**src/rtl/rv_hazard_unit_pkg.sv**
```systemverilog
// Shared constants, select/trace types and helpers for the FlexRV32 hazard/control unit.
// Latency: none (declarations only).
// Backpressure: none (declarations only).
package rv_hazard_unit_pkg;

    localparam logic [4:0] REG_X0         = 5'd0;
    localparam int         NUM_REGS       = 32;
    localparam int         BP_STAGES_DFLT = 3;

    // Width of an operand select: value 0 = register file, k+1 = forward from source k.
    function automatic int sel_width(input int n_src);
        return $clog2(n_src + 1);
    endfunction

    // Operand select for the default three-source forwarding network.
    typedef logic [$clog2(BP_STAGES_DFLT + 1)-1:0] bp_sel_t;

    // Dominant reason decode is held, exported for the debug trace.
    typedef enum logic [2:0] {
        HZ_NONE         = 3'd0,
        HZ_FLUSH        = 3'd1,
        HZ_BACKPRESSURE = 3'd2,
        HZ_ALU_DATA     = 3'd3,
        HZ_SCOREBOARD   = 3'd4,
        HZ_PAUSE        = 3'd5
    } hz_cause_t;

endpackage

```
**src/rtl/rv_hazard_unit_if.sv**
```systemverilog
// Pipeline <-> hazard unit signal bundle: forwarding sources, scoreboard traffic, stall/flush controls.
// Latency: none (wiring only).
// Backpressure: i_alu2_ready carries alu2 back-pressure into the unit.
interface rv_hazard_unit_if
    import rv_hazard_unit_pkg::*;
#(
    parameter int BP_STAGES = 3
) ();
    localparam int SELW = sel_width(BP_STAGES);

    logic                   i_pc_change;
    logic                   i_need_pause;
    logic                   i_alu2_ready;
    logic                   i_decode_inst_sup;
    logic [4:0]             i_decode_rs1;
    logic [4:0]             i_decode_rs2;
    logic [4:0]             i_alu_rs1;
    logic [4:0]             i_alu_rs2;
    logic [5*BP_STAGES-1:0] i_bp_rd;
    logic [BP_STAGES-1:0]   i_bp_we;
    logic [BP_STAGES-1:0]   i_bp_rdy;
    logic                   i_lng_issue;
    logic [4:0]             i_lng_rd;
    logic                   i_lng_done;
    logic [4:0]             i_lng_done_rd;

    logic                   o_fetch_stall;
    logic                   o_decode_stall;
    logic                   o_decode_flush;
    logic                   o_alu1_stall;
    logic                   o_alu1_flush;
    logic                   o_alu2_flush;
    logic [SELW-1:0]        o_rs1_sel;
    logic [SELW-1:0]        o_rs2_sel;
    logic                   o_inv_inst;
    logic                   o_sb_busy;
    hz_cause_t              o_hz_cause;

    modport slave (
        input  i_pc_change, i_need_pause, i_alu2_ready, i_decode_inst_sup,
               i_decode_rs1, i_decode_rs2, i_alu_rs1, i_alu_rs2,
               i_bp_rd, i_bp_we, i_bp_rdy,
               i_lng_issue, i_lng_rd, i_lng_done, i_lng_done_rd,
        output o_fetch_stall, o_decode_stall, o_decode_flush, o_alu1_stall,
               o_alu1_flush, o_alu2_flush, o_rs1_sel, o_rs2_sel,
               o_inv_inst, o_sb_busy, o_hz_cause
    );

    modport master (
        output i_pc_change, i_need_pause, i_alu2_ready, i_decode_inst_sup,
               i_decode_rs1, i_decode_rs2, i_alu_rs1, i_alu_rs2,
               i_bp_rd, i_bp_we, i_bp_rdy,
               i_lng_issue, i_lng_rd, i_lng_done, i_lng_done_rd,
        input  o_fetch_stall, o_decode_stall, o_decode_flush, o_alu1_stall,
               o_alu1_flush, o_alu2_flush, o_rs1_sel, o_rs2_sel,
               o_inv_inst, o_sb_busy, o_hz_cause
    );

endinterface

```
**src/rtl/rv_hazard_unit_bp_match.sv**
```systemverilog
// Picks the youngest forwarding source writing a given source register; flags it if its value is not ready yet.
// Latency: combinational.
// Backpressure: none; hit_not_ready is the hazard indication consumed by the stall logic.
module rv_bp_match
    import rv_hazard_unit_pkg::*;
#(
    parameter int  BP_STAGES = 3,
    localparam int SELW      = sel_width(BP_STAGES)
) (
    input  logic [4:0]             rs,
    input  logic [5*BP_STAGES-1:0] bp_rd,
    input  logic [BP_STAGES-1:0]   bp_we,
    input  logic [BP_STAGES-1:0]   bp_rdy,
    output logic [SELW-1:0]        sel,
    output logic                   hit_not_ready
);

    // Scan oldest to youngest so the youngest matching source overwrites older ones;
    // an older ready copy is deliberately ignored once a younger stage claims the register.
    always_comb begin
        sel           = '0;
        hit_not_ready = 1'b0;
        for (int k = BP_STAGES - 1; k >= 0; k--) begin
            if (bp_we[k] && (bp_rd[5*k +: 5] != REG_X0) && (bp_rd[5*k +: 5] == rs)) begin
                sel           = SELW'(k + 1);
                hit_not_ready = !bp_rdy[k];
            end
        end
    end

endmodule

```
**src/rtl/rv_hazard_unit.sv**
```systemverilog
// FlexRV32 hazard/control unit: forwarding selects, load-use/scoreboard stalls, redirect flush, delayed invalid-inst flag.
// Latency: stall/flush/select outputs combinational; scoreboard and o_inv_inst state updates take one cycle.
// Backpressure: !i_alu2_ready stalls alu1 and everything upstream of it; flushes override stalls.
module rv_hazard_unit
    import rv_hazard_unit_pkg::*;
#(
    parameter int BP_STAGES    = 3,
    parameter int FLUSH_CYCLES = 1,
    parameter int INV_DEPTH    = 2
) (
    input  logic              i_clk,
    input  logic              i_reset_n,
    rv_hazard_unit_if.slave   hz
);

    localparam int SELW = sel_width(BP_STAGES);
    // Counter only needs to hold FLUSH_CYCLES-1; keep at least one bit so FLUSH_CYCLES=1 still elaborates.
    localparam int              CNTW         = (FLUSH_CYCLES > 1) ? $clog2(FLUSH_CYCLES) : 1;
    localparam logic [CNTW-1:0] FLUSH_RELOAD = CNTW'(FLUSH_CYCLES - 1);

    logic [CNTW-1:0]      flush_cnt;
    logic [NUM_REGS-1:0]  pending;
    logic [NUM_REGS-1:0]  sb_set;
    logic [NUM_REGS-1:0]  sb_clr;
    logic [INV_DEPTH-1:0] inv_pipe;

    logic [SELW-1:0] rs1_sel;
    logic [SELW-1:0] rs2_sel;
    logic            rs1_not_ready;
    logic            rs2_not_ready;

    logic flush_act;
    logic alu_hz;
    logic sb_hz;
    logic alu1_stall;
    logic decode_stall;

    rv_bp_match #(.BP_STAGES(BP_STAGES)) u_match_rs1 (
        .rs            (hz.i_alu_rs1),
        .bp_rd         (hz.i_bp_rd),
        .bp_we         (hz.i_bp_we),
        .bp_rdy        (hz.i_bp_rdy),
        .sel           (rs1_sel),
        .hit_not_ready (rs1_not_ready)
    );

    rv_bp_match #(.BP_STAGES(BP_STAGES)) u_match_rs2 (
        .rs            (hz.i_alu_rs2),
        .bp_rd         (hz.i_bp_rd),
        .bp_we         (hz.i_bp_we),
        .bp_rdy        (hz.i_bp_rdy),
        .sel           (rs2_sel),
        .hit_not_ready (rs2_not_ready)
    );

    // Hazard sources and the stall chain; reset itself counts as a flush so the pipe comes up empty.
    always_comb begin
        flush_act    = !i_reset_n || hz.i_pc_change || (flush_cnt != '0);
        alu_hz       = rs1_not_ready || rs2_not_ready;
        sb_hz        = pending[hz.i_decode_rs1] || pending[hz.i_decode_rs2];
        alu1_stall   = !hz.i_alu2_ready || alu_hz;
        decode_stall = flush_act || hz.i_need_pause || sb_hz || alu1_stall;
    end

    assign hz.o_fetch_stall  = decode_stall;
    assign hz.o_decode_stall = decode_stall;
    assign hz.o_decode_flush = flush_act;
    assign hz.o_alu1_stall   = alu1_stall;
    // A bubble enters alu1 when decode is held but alu1 itself is free to advance.
    assign hz.o_alu1_flush   = flush_act || (decode_stall && !alu1_stall);
    // alu2 gets a bubble while alu1 waits for a forwarded value, unless alu2 is itself held.
    assign hz.o_alu2_flush   = flush_act || (alu_hz && hz.i_alu2_ready);
    assign hz.o_rs1_sel      = rs1_sel;
    assign hz.o_rs2_sel      = rs2_sel;
    assign hz.o_inv_inst     = !inv_pipe[INV_DEPTH-1];
    assign hz.o_sb_busy      = |pending;

    // Debug trace: report the highest-priority reason decode is not advancing.
    always_comb begin
        hz.o_hz_cause = HZ_NONE;
        if (flush_act) begin
            hz.o_hz_cause = HZ_FLUSH;
        end else if (!hz.i_alu2_ready) begin
            hz.o_hz_cause = HZ_BACKPRESSURE;
        end else if (alu_hz) begin
            hz.o_hz_cause = HZ_ALU_DATA;
        end else if (sb_hz) begin
            hz.o_hz_cause = HZ_SCOREBOARD;
        end else if (hz.i_need_pause) begin
            hz.o_hz_cause = HZ_PAUSE;
        end
    end

    // Scoreboard edits this cycle: an op only becomes pending if decode actually issues it.
    always_comb begin
        sb_set = '0;
        sb_clr = '0;
        if (hz.i_lng_issue && !decode_stall && (hz.i_lng_rd != REG_X0)) begin
            sb_set[hz.i_lng_rd] = 1'b1;
        end
        if (hz.i_lng_done) begin
            sb_clr[hz.i_lng_done_rd] = 1'b1;
        end
    end

    // Pending long-latency destinations; a redirect does not cancel ops already in flight, and set beats clear.
    always_ff @(posedge i_clk or negedge i_reset_n) begin
        if (!i_reset_n) begin
            pending <= '0;
        end else begin
            pending <= (pending & ~sb_clr) | sb_set;
        end
    end

    // Stretch each redirect to FLUSH_CYCLES cycles; a fresh redirect restarts the window.
    always_ff @(posedge i_clk or negedge i_reset_n) begin
        if (!i_reset_n) begin
            flush_cnt <= '0;
        end else if (hz.i_pc_change) begin
            flush_cnt <= FLUSH_RELOAD;
        end else if (flush_cnt != '0) begin
            flush_cnt <= flush_cnt - 1'b1;
        end
    end

    // Carry the "supported" bit down to the check stage; bubbles are all-supported, stalls hold the pipe.
    always_ff @(posedge i_clk or negedge i_reset_n) begin
        if (!i_reset_n) begin
            inv_pipe <= '1;
        end else if (flush_act) begin
            inv_pipe <= '1;
        end else if (!decode_stall) begin
            inv_pipe[0] <= hz.i_decode_inst_sup;
            for (int i = 1; i < INV_DEPTH; i++) begin
                inv_pipe[i] <= inv_pipe[i-1];
            end
        end
    end

endmodule

```
**src/flat_wrapper.sv**
```systemverilog
// flat-port wrapper written by rule: the top's interface ports become plain ports
module rv_hazard_unit_flat import rv_hazard_unit_pkg::*;
#(
    parameter int BP_STAGES    = 3,
    parameter int FLUSH_CYCLES = 1,
    parameter int INV_DEPTH    = 2
)
  (i_clk, i_reset_n, hz_i_pc_change, hz_i_need_pause, hz_i_alu2_ready, hz_i_decode_inst_sup, hz_i_decode_rs1, hz_i_decode_rs2, hz_i_alu_rs1, hz_i_alu_rs2, hz_i_bp_rd, hz_i_bp_we, hz_i_bp_rdy, hz_i_lng_issue, hz_i_lng_rd, hz_i_lng_done, hz_i_lng_done_rd, hz_o_fetch_stall, hz_o_decode_stall, hz_o_decode_flush, hz_o_alu1_stall, hz_o_alu1_flush, hz_o_alu2_flush, hz_o_rs1_sel, hz_o_rs2_sel, hz_o_inv_inst, hz_o_sb_busy, hz_o_hz_cause);
  rv_hazard_unit_if #(.BP_STAGES(BP_STAGES)) hz_i ();
  input  logic i_clk;
  input  logic i_reset_n;
  input wire logic [$bits(hz_i.i_pc_change)-1:0] hz_i_pc_change;
  input wire logic [$bits(hz_i.i_need_pause)-1:0] hz_i_need_pause;
  input wire logic [$bits(hz_i.i_alu2_ready)-1:0] hz_i_alu2_ready;
  input wire logic [$bits(hz_i.i_decode_inst_sup)-1:0] hz_i_decode_inst_sup;
  input wire logic [$bits(hz_i.i_decode_rs1)-1:0] hz_i_decode_rs1;
  input wire logic [$bits(hz_i.i_decode_rs2)-1:0] hz_i_decode_rs2;
  input wire logic [$bits(hz_i.i_alu_rs1)-1:0] hz_i_alu_rs1;
  input wire logic [$bits(hz_i.i_alu_rs2)-1:0] hz_i_alu_rs2;
  input wire logic [$bits(hz_i.i_bp_rd)-1:0] hz_i_bp_rd;
  input wire logic [$bits(hz_i.i_bp_we)-1:0] hz_i_bp_we;
  input wire logic [$bits(hz_i.i_bp_rdy)-1:0] hz_i_bp_rdy;
  input wire logic [$bits(hz_i.i_lng_issue)-1:0] hz_i_lng_issue;
  input wire logic [$bits(hz_i.i_lng_rd)-1:0] hz_i_lng_rd;
  input wire logic [$bits(hz_i.i_lng_done)-1:0] hz_i_lng_done;
  input wire logic [$bits(hz_i.i_lng_done_rd)-1:0] hz_i_lng_done_rd;
  output wire logic [$bits(hz_i.o_fetch_stall)-1:0] hz_o_fetch_stall;
  output wire logic [$bits(hz_i.o_decode_stall)-1:0] hz_o_decode_stall;
  output wire logic [$bits(hz_i.o_decode_flush)-1:0] hz_o_decode_flush;
  output wire logic [$bits(hz_i.o_alu1_stall)-1:0] hz_o_alu1_stall;
  output wire logic [$bits(hz_i.o_alu1_flush)-1:0] hz_o_alu1_flush;
  output wire logic [$bits(hz_i.o_alu2_flush)-1:0] hz_o_alu2_flush;
  output wire logic [$bits(hz_i.o_rs1_sel)-1:0] hz_o_rs1_sel;
  output wire logic [$bits(hz_i.o_rs2_sel)-1:0] hz_o_rs2_sel;
  output wire logic [$bits(hz_i.o_inv_inst)-1:0] hz_o_inv_inst;
  output wire logic [$bits(hz_i.o_sb_busy)-1:0] hz_o_sb_busy;
  output wire logic [$bits(hz_i.o_hz_cause)-1:0] hz_o_hz_cause;
  assign hz_i.i_pc_change = hz_i_pc_change;
  assign hz_i.i_need_pause = hz_i_need_pause;
  assign hz_i.i_alu2_ready = hz_i_alu2_ready;
  assign hz_i.i_decode_inst_sup = hz_i_decode_inst_sup;
  assign hz_i.i_decode_rs1 = hz_i_decode_rs1;
  assign hz_i.i_decode_rs2 = hz_i_decode_rs2;
  assign hz_i.i_alu_rs1 = hz_i_alu_rs1;
  assign hz_i.i_alu_rs2 = hz_i_alu_rs2;
  assign hz_i.i_bp_rd = hz_i_bp_rd;
  assign hz_i.i_bp_we = hz_i_bp_we;
  assign hz_i.i_bp_rdy = hz_i_bp_rdy;
  assign hz_i.i_lng_issue = hz_i_lng_issue;
  assign hz_i.i_lng_rd = hz_i_lng_rd;
  assign hz_i.i_lng_done = hz_i_lng_done;
  assign hz_i.i_lng_done_rd = hz_i_lng_done_rd;
  assign hz_o_fetch_stall = hz_i.o_fetch_stall;
  assign hz_o_decode_stall = hz_i.o_decode_stall;
  assign hz_o_decode_flush = hz_i.o_decode_flush;
  assign hz_o_alu1_stall = hz_i.o_alu1_stall;
  assign hz_o_alu1_flush = hz_i.o_alu1_flush;
  assign hz_o_alu2_flush = hz_i.o_alu2_flush;
  assign hz_o_rs1_sel = hz_i.o_rs1_sel;
  assign hz_o_rs2_sel = hz_i.o_rs2_sel;
  assign hz_o_inv_inst = hz_i.o_inv_inst;
  assign hz_o_sb_busy = hz_i.o_sb_busy;
  assign hz_o_hz_cause = hz_i.o_hz_cause;
  rv_hazard_unit #(.BP_STAGES(BP_STAGES), .FLUSH_CYCLES(FLUSH_CYCLES), .INV_DEPTH(INV_DEPTH)) u_core (.i_clk(i_clk), .i_reset_n(i_reset_n), .hz(hz_i));
endmodule
```
**config.mk**
```make
export PLATFORM = sky130hd
export DESIGN_NAME = rv_hazard_unit_flat
export DESIGN_NICKNAME = d
export VERILOG_FILES = /design/src/rtl/rv_hazard_unit_pkg.sv /design/src/rtl/rv_hazard_unit_if.sv /design/src/rtl/rv_hazard_unit_bp_match.sv /design/src/rtl/rv_hazard_unit.sv /design/src/flat_wrapper.sv
export SDC_FILE = /design/constraint.sdc
export NUM_CORES = 1
export LEC_CHECK = 0
export BUFFER_PORTS_ARGS = -buffer_cell sky130_fd_sc_hd__buf_2
export CAP_MARGIN = 10
export CELL_PAD_IN_SITES_DETAIL_PLACEMENT = 1
export CELL_PAD_IN_SITES_GLOBAL_PLACEMENT = 2
export CORE_ASPECT_RATIO = 0.9
export CORE_MARGIN = 1
export CORE_UTILIZATION = 32
export DETAILED_ROUTE_END_ITERATION = 8
export PLACE_DENSITY_LB_ADDON = 0.1
export SLEW_MARGIN = 30
export SYNTH_ARGS = -nofsm -noshare
export SYNTH_HDL_FRONTEND = slang
export SYNTH_HIERARCHICAL = 1
export SYNTH_SLANG_ARGS = --single-unit
```
**constraint.sdc**
```tcl
create_clock -name i_clk -period 3.38 [get_ports i_clk]
set_input_delay 0.507 -clock i_clk [delete_from_list [all_inputs] [get_ports i_clk]]
set_output_delay 0.507 -clock i_clk [all_outputs]
set_load 0.05 [all_outputs]
```
# [Word-level counts from Yosys, hierarchy flattened]
# Cells that the tools add are included.
# Widths: inputs -> output; s select.
[totals] reg_bits=35 latch_bits=0 ramBits=0 mem_bits_ro=0 in_bits=59 out_inout_bits=15 memories=0
[classes] add_sub_neg=1 multipliers=0 div_mod_pow=0 magnitude_cmp=6 n_eq_ne=7 n_shift=0 muxes=31 n_bitwise=3 n_reduce_logical=38
[op_table] cell="$mux 32" count=2
[op_table] cell="$and 32x32->32" count=1
[op_table] cell="$not 32->32" count=1
[op_table] cell="$or 32x32->32" count=1
[op_table] cell="$reduce_or 32->1" count=1
[op_table] cell="$eq 5x5->1" count=6
[op_table] cell="$lt 5x6->1 const B" count=4
[op_table] cell="$reduce_bool 5->1" count=4
[op_table] cell="$mux 2" count=8
[op_table] cell="$logic_and 1x1->1" count=15
[op_table] cell="$mux 3" count=5
[op_table] cell="$mux 1" count=12
[op_table] cell="$bmux 1 s5" count=2
[op_table] cell="$demux 1 s5" count=2
[op_table] cell="$ge 5x1->1 const B" count=2
[op_table] cell="$logic_or 1x1->1" count=10
[op_table] cell="$logic_not 1->1" count=8
[op_table] cell="$ne 2x1->1 const B" count=1
[op_table] cell="$sub 1x1->1 const B" count=1

# [Logic depth before layout (Yosys ltp)]
[depth] depth_word=14 depth_mapped=12 depth_no_buf=11

# [By module]
# The synthesis kept the hierarchy.
[modules_own_cells] mod="rv_hazard_unit" instances=1 cells_each=247 area_per_inst_um2=2348.5 seq_area_each_um2=853.3
[modules_own_cells] mod="rv_bp_match" instances=2 cells_each=35 area_per_inst_um2=270.3 seq_area_each_um2=0.0

# [Worst setup path before layout]
# Ideal clock, no wire load.
[synth_timing] path_type="input to output" startpoint="input port hz_i_bp_rd[5]" endpoint="output port hz_o_fetch_stall" t_arrival_ns=2.640 path_slack_ns=0.233 path_stages=12 n_path_buf=2 cell_sequence="nor4_2 > nor3_1 > o2111a_1 > nor3_2 > o22a_1 > nor2_1 > and2_1 > inv_1 > nor3_1 > nand2_4 > buf_6 > buf_4"
[synth_between] elab_chain_len=8 word_cells_on_any_way=13
[synth_rtl] item="from (decl)" line_no="flat_wrapper.sv:20" rtl="input wire logic [$bits(hz_i.i_bp_rd)-1:0] hz_i_bp_rd;"
[synth_rtl] item="$reduce_bool 5->1" line_no="rv_hazard_unit_bp_match.sv:24" rtl="if (bp_we[k] && (bp_rd[5*k +: 5] != REG_X0) && (bp_rd[5*k +: 5] == rs)) begin"
[synth_rtl] item="$logic_and 1x1->1" line_no="rv_hazard_unit_bp_match.sv:24"
[synth_rtl] item="$logic_and 1x1->1 (*)" line_no="rv_hazard_unit_bp_match.sv:24"
[synth_rtl] item="$mux 1 (*) (2 in a row)" line_no="rv_hazard_unit_bp_match.sv:24"
[synth_rtl] item="via u_core.rs2_not_ready" line_no="rv_hazard_unit.sv:30" rtl="logic rs2_not_ready;"
[synth_rtl] item="$logic_or 1x1->1 (*)" line_no="rv_hazard_unit.sv:59" rtl="alu_hz = rs1_not_ready || rs2_not_ready;"
[synth_rtl] item="$logic_or 1x1->1 (*)" line_no="rv_hazard_unit.sv:61" rtl="alu1_stall = !hz.i_alu2_ready || alu_hz;"
[synth_rtl] item="via hz_o_alu1_stall" line_no="flat_wrapper.sv:30" rtl="output wire logic [$bits(hz_i.o_alu1_stall)-1:0] hz_o_alu1_stall;"
[synth_rtl] item="$logic_or 1x1->1 (*)" line_no="rv_hazard_unit.sv:62" rtl="decode_stall = flush_act || hz.i_need_pause || sb_hz || alu1_stall;"
[synth_rtl] item="to (decl)" line_no="flat_wrapper.sv:27" rtl="output wire logic [$bits(hz_i.o_fetch_stall)-1:0] hz_o_fetch_stall;"
# The timed path passes the listed nets; every way through them passes the cells marked *.

# [Worst setup path after layout]
[layout_timing] startpoint="input port hz_i_bp_rd[0]" endpoint="output port hz_o_fetch_stall"
[layout_between] elab_chain_len=7 word_cells_on_any_way=11
[layout_rtl] item="$reduce_bool 5->1" line_no="rv_hazard_unit_bp_match.sv:24"
[layout_rtl] item="$logic_and 1x1->1" line_no="rv_hazard_unit_bp_match.sv:24"
[layout_rtl] item="$logic_and 1x1->1 (*)" line_no="rv_hazard_unit_bp_match.sv:24"
[layout_rtl] item="$mux 1 (*)" line_no="rv_hazard_unit_bp_match.sv:24"
[layout_rtl] item="via u_core.rs2_not_ready" line_no="rv_hazard_unit.sv:30"
[layout_rtl] item="$logic_or 1x1->1 (*)" line_no="rv_hazard_unit.sv:59"
[layout_rtl] item="$logic_or 1x1->1 (*)" line_no="rv_hazard_unit.sv:61"
[layout_rtl] item="$logic_or 1x1->1 (*)" line_no="rv_hazard_unit.sv:62"
# Marked as above.

==> flow_summary.toml <==
[sta]
setup_ws_ps = 317
holdWs_ps = 328
rsz0062_at_grt = "false"
fmax_ghz = 0.326
tns_ps = 0
relSlewSlack_pct = 62.1
setup_viol_count_final = 0
fin_skew_ps = 4.35
finalMaxSlewViolations = 0
period_share_pct = 90.6
tightest_slew_ps = 567
final-hold-violation-count = 0
finalCriticalPeriod_ps = 3060

[finish]
n_antenna_cell = 0
utilization_pct = 39.5
fin_nets = 452
syn_to_final_growth_pct = 18.2
layout-drive-gt1-share_pct = 28.5

[synthesis]
synth.yosys.seq_area_share_pct = 29.5
yosysTopAreaCellShare_pct = 27.7
synthTopCellsByArea = "dfrtp_1 (28%), mux2i_1 (11%), o31ai_1 (7.8%)"
synth.distinct_cells = 52
avgSynthCellArea_um2 = 9.11
synthArstFlopShare_pct = 100
ys_ff_latch = 34
syn_nets = 376
postSynthCellCount = 317
synth_enable_flop_cells = 0
synth_ff_type = "dfrtp_1"
ys_warn_count = 6
synth_area_leader_cell = "dfrtp_1"
syn_area_um2 = 2890

[critical_path]
crit_type = "in -> out"
r2r_start = "u_core/pending[16]"
rrSetupSlack_ps = 930
path_buf_inv = 3
worstPathArrival_ps = 2560
critPathMaxStageDelay_ps = 330
r2r_cells = 8
cp-start-kind = "primary input"
required_ps = 2870
crit_family = "simple AND/OR/NAND/NOR gates"
worstSetupEndpointType = "output pin"
slowest_stage = "nor3_1"
startpoint = "hz_i_bp_rd[0]"
crit_fanout = 4
crit_chain = "buf_2 > nor4_1 > o21ai_0 > nand4_1 > o21ai_0 > o22a_1 > nor2_1 > and2_1 > inv_1 > nor3_1 > nand2_4 > buf_2"
worstReg2RegEnd = "u_core/pending[18]"

[routing]
viasPerCell = 5.66
vias = 2898
routedWlPerCell_um = 19.3
first_pass_iters = 4
final_antenna_net_count = 0
drc = 0
drt_iter0_drc = 160
wirelength_um = 9900

[placed_design]
portBuffers = 73
place_congestion = 0.805
hpwl_um = 7710
pre_cts_ws_ps = 320

[cts]
holdBufCountCts = 0
cts.htree.levels = 2
cts_sinks = 34
cts_buffers = 5
clkTransAtPathRegs_ps = 70
cts_tree = "yes"
clk_latency_ps = 280
clockBufferDepth = 2
ctsResizeCount = 0
root_buffer = "clkbuf_8"
postCtsSetupBuffers = 0

[global_routing]
grt.overflow.total = 0
grt_pass1_wl_um = 15500
antenna_found_initial = 0
grt.total_usage_pct = 21.5
grt_pass1_vias = 2859
grt_max_degree = 35

[outcome]
status = "finished clean"

[power_and_ir_drop]
leakage_nw = 1.50
peakVddDrop_mv = 0.228
power_w = 0.00103
powerDensity_nw_per_um2 = 303

[floorplan]
die_width_um = 102
fp-row-count = 32
start_util_pct = 33.4
dieArea_um2 = 9410
die_y_um = 92.1
ios = 74
core-area_um2 = 8650

[job]
drv_cap = 0

[min_path]
hp-class = "in -> async"
-- Yosys cell counts (5+ instances only) --
library cell	number
o21ai_0	38
dfrtp_1	32
mux2i_1	32
o31ai_1	30
xor2_1	18
nand2_1	17
nor4_1	12
nand3b_1	10
nand3_1	9
nor2_1	9
nor3_1	9
a22oi_1	8
and2_1	6
inv_1	6
xnor2_1	6
a21oi_1	5
nand4_1	5
or3b_2	5
-- cell usage in the layout, fill, tap and decap left out, drive strengths merged, types with 11 or more instances in the layout --
cell type | Yosys | final
buf | 8 | 78
nand3 | 11 | 11
xor2 | 18 | 18
o31ai | 31 | 31
nor4 | 15 | 15
mux2i | 32 | 32
nor3 | 13 | 13
nand2 | 19 | 19
o21ai | 39 | 39
dfrtp | 32 | 32
-- worst reg2reg max path: stages, from the launching register on --
cell and delay, ps:
dfrtp_1 430, nor2b_1 160, a2111oi_0 500, o21ai_1 200, nor4_4 250, buf_4 210
nand2_4 50, buf_4 240, o31ai_1 310
-- sequential cells by signal (all words and copies together), names as in the netlist --
register	flops
u_core/pending	32
u_core/inv_pipe	2
-- cell type report --
cell class	instances	area, µm²
Fill cell	1080	5230
Multi-Input combinational cell	268	1910
Sequential cell	34	853
Timing Repair Buffer	78	403
Tap cell	119	149
Clock buffer	7	76.3
Inverter	6	22.5
-- through the flow --
step,instance area (µm²),cells
finish,3420,512
global route,3420,512
CTS,3420,512
detailed placement,3340,505
global placement,3340,505
floorplan,2890,317
-- power by group --
part           switching (W)  total (W)  internal, W
combinational       0.000205   0.000318     0.000113
clock               0.000143   0.000285     0.000142
sequential         0.0000146   0.000432     0.000417
total               0.000362    0.00103     0.000672
-- cells by family after synthesis --
kind of cell,after synthesis,synth area share (%)
and+or+nand+nor,112,24.5
AOI/OAI and AO/OA,100,23.3
DFF,34,29.5
muxes,32,11.1
xor gates and xnor gates,24,7.28
buffers and inverters,15,4.29
-- worst max path at each step --
stage	slack (ps)	cells after the start	endpoint
finish	320	12	hz_o_fetch_stall
CTS	310	12	hz_o_fetch_stall
floorplan	230	12	hz_o_fetch_stall
global route	100	12	hz_o_fetch_stall
detailed placement	320	12	hz_o_fetch_stall
global placement	340	12	hz_o_decode_stall
-- metal layers --
metal / GRT usage [%] / part of all wire (%) / up-vias
met3: 2.36 / 4.6 / 7
li1: - / - / 1377
met4: 4.29 / 0.79 / 0
met5: 0 / 0 / -
met1: 33.1 / 52 / 1431
met2: 32.0 / 43 / 83
No activity file was read; power rests on OpenSTA's default activity.
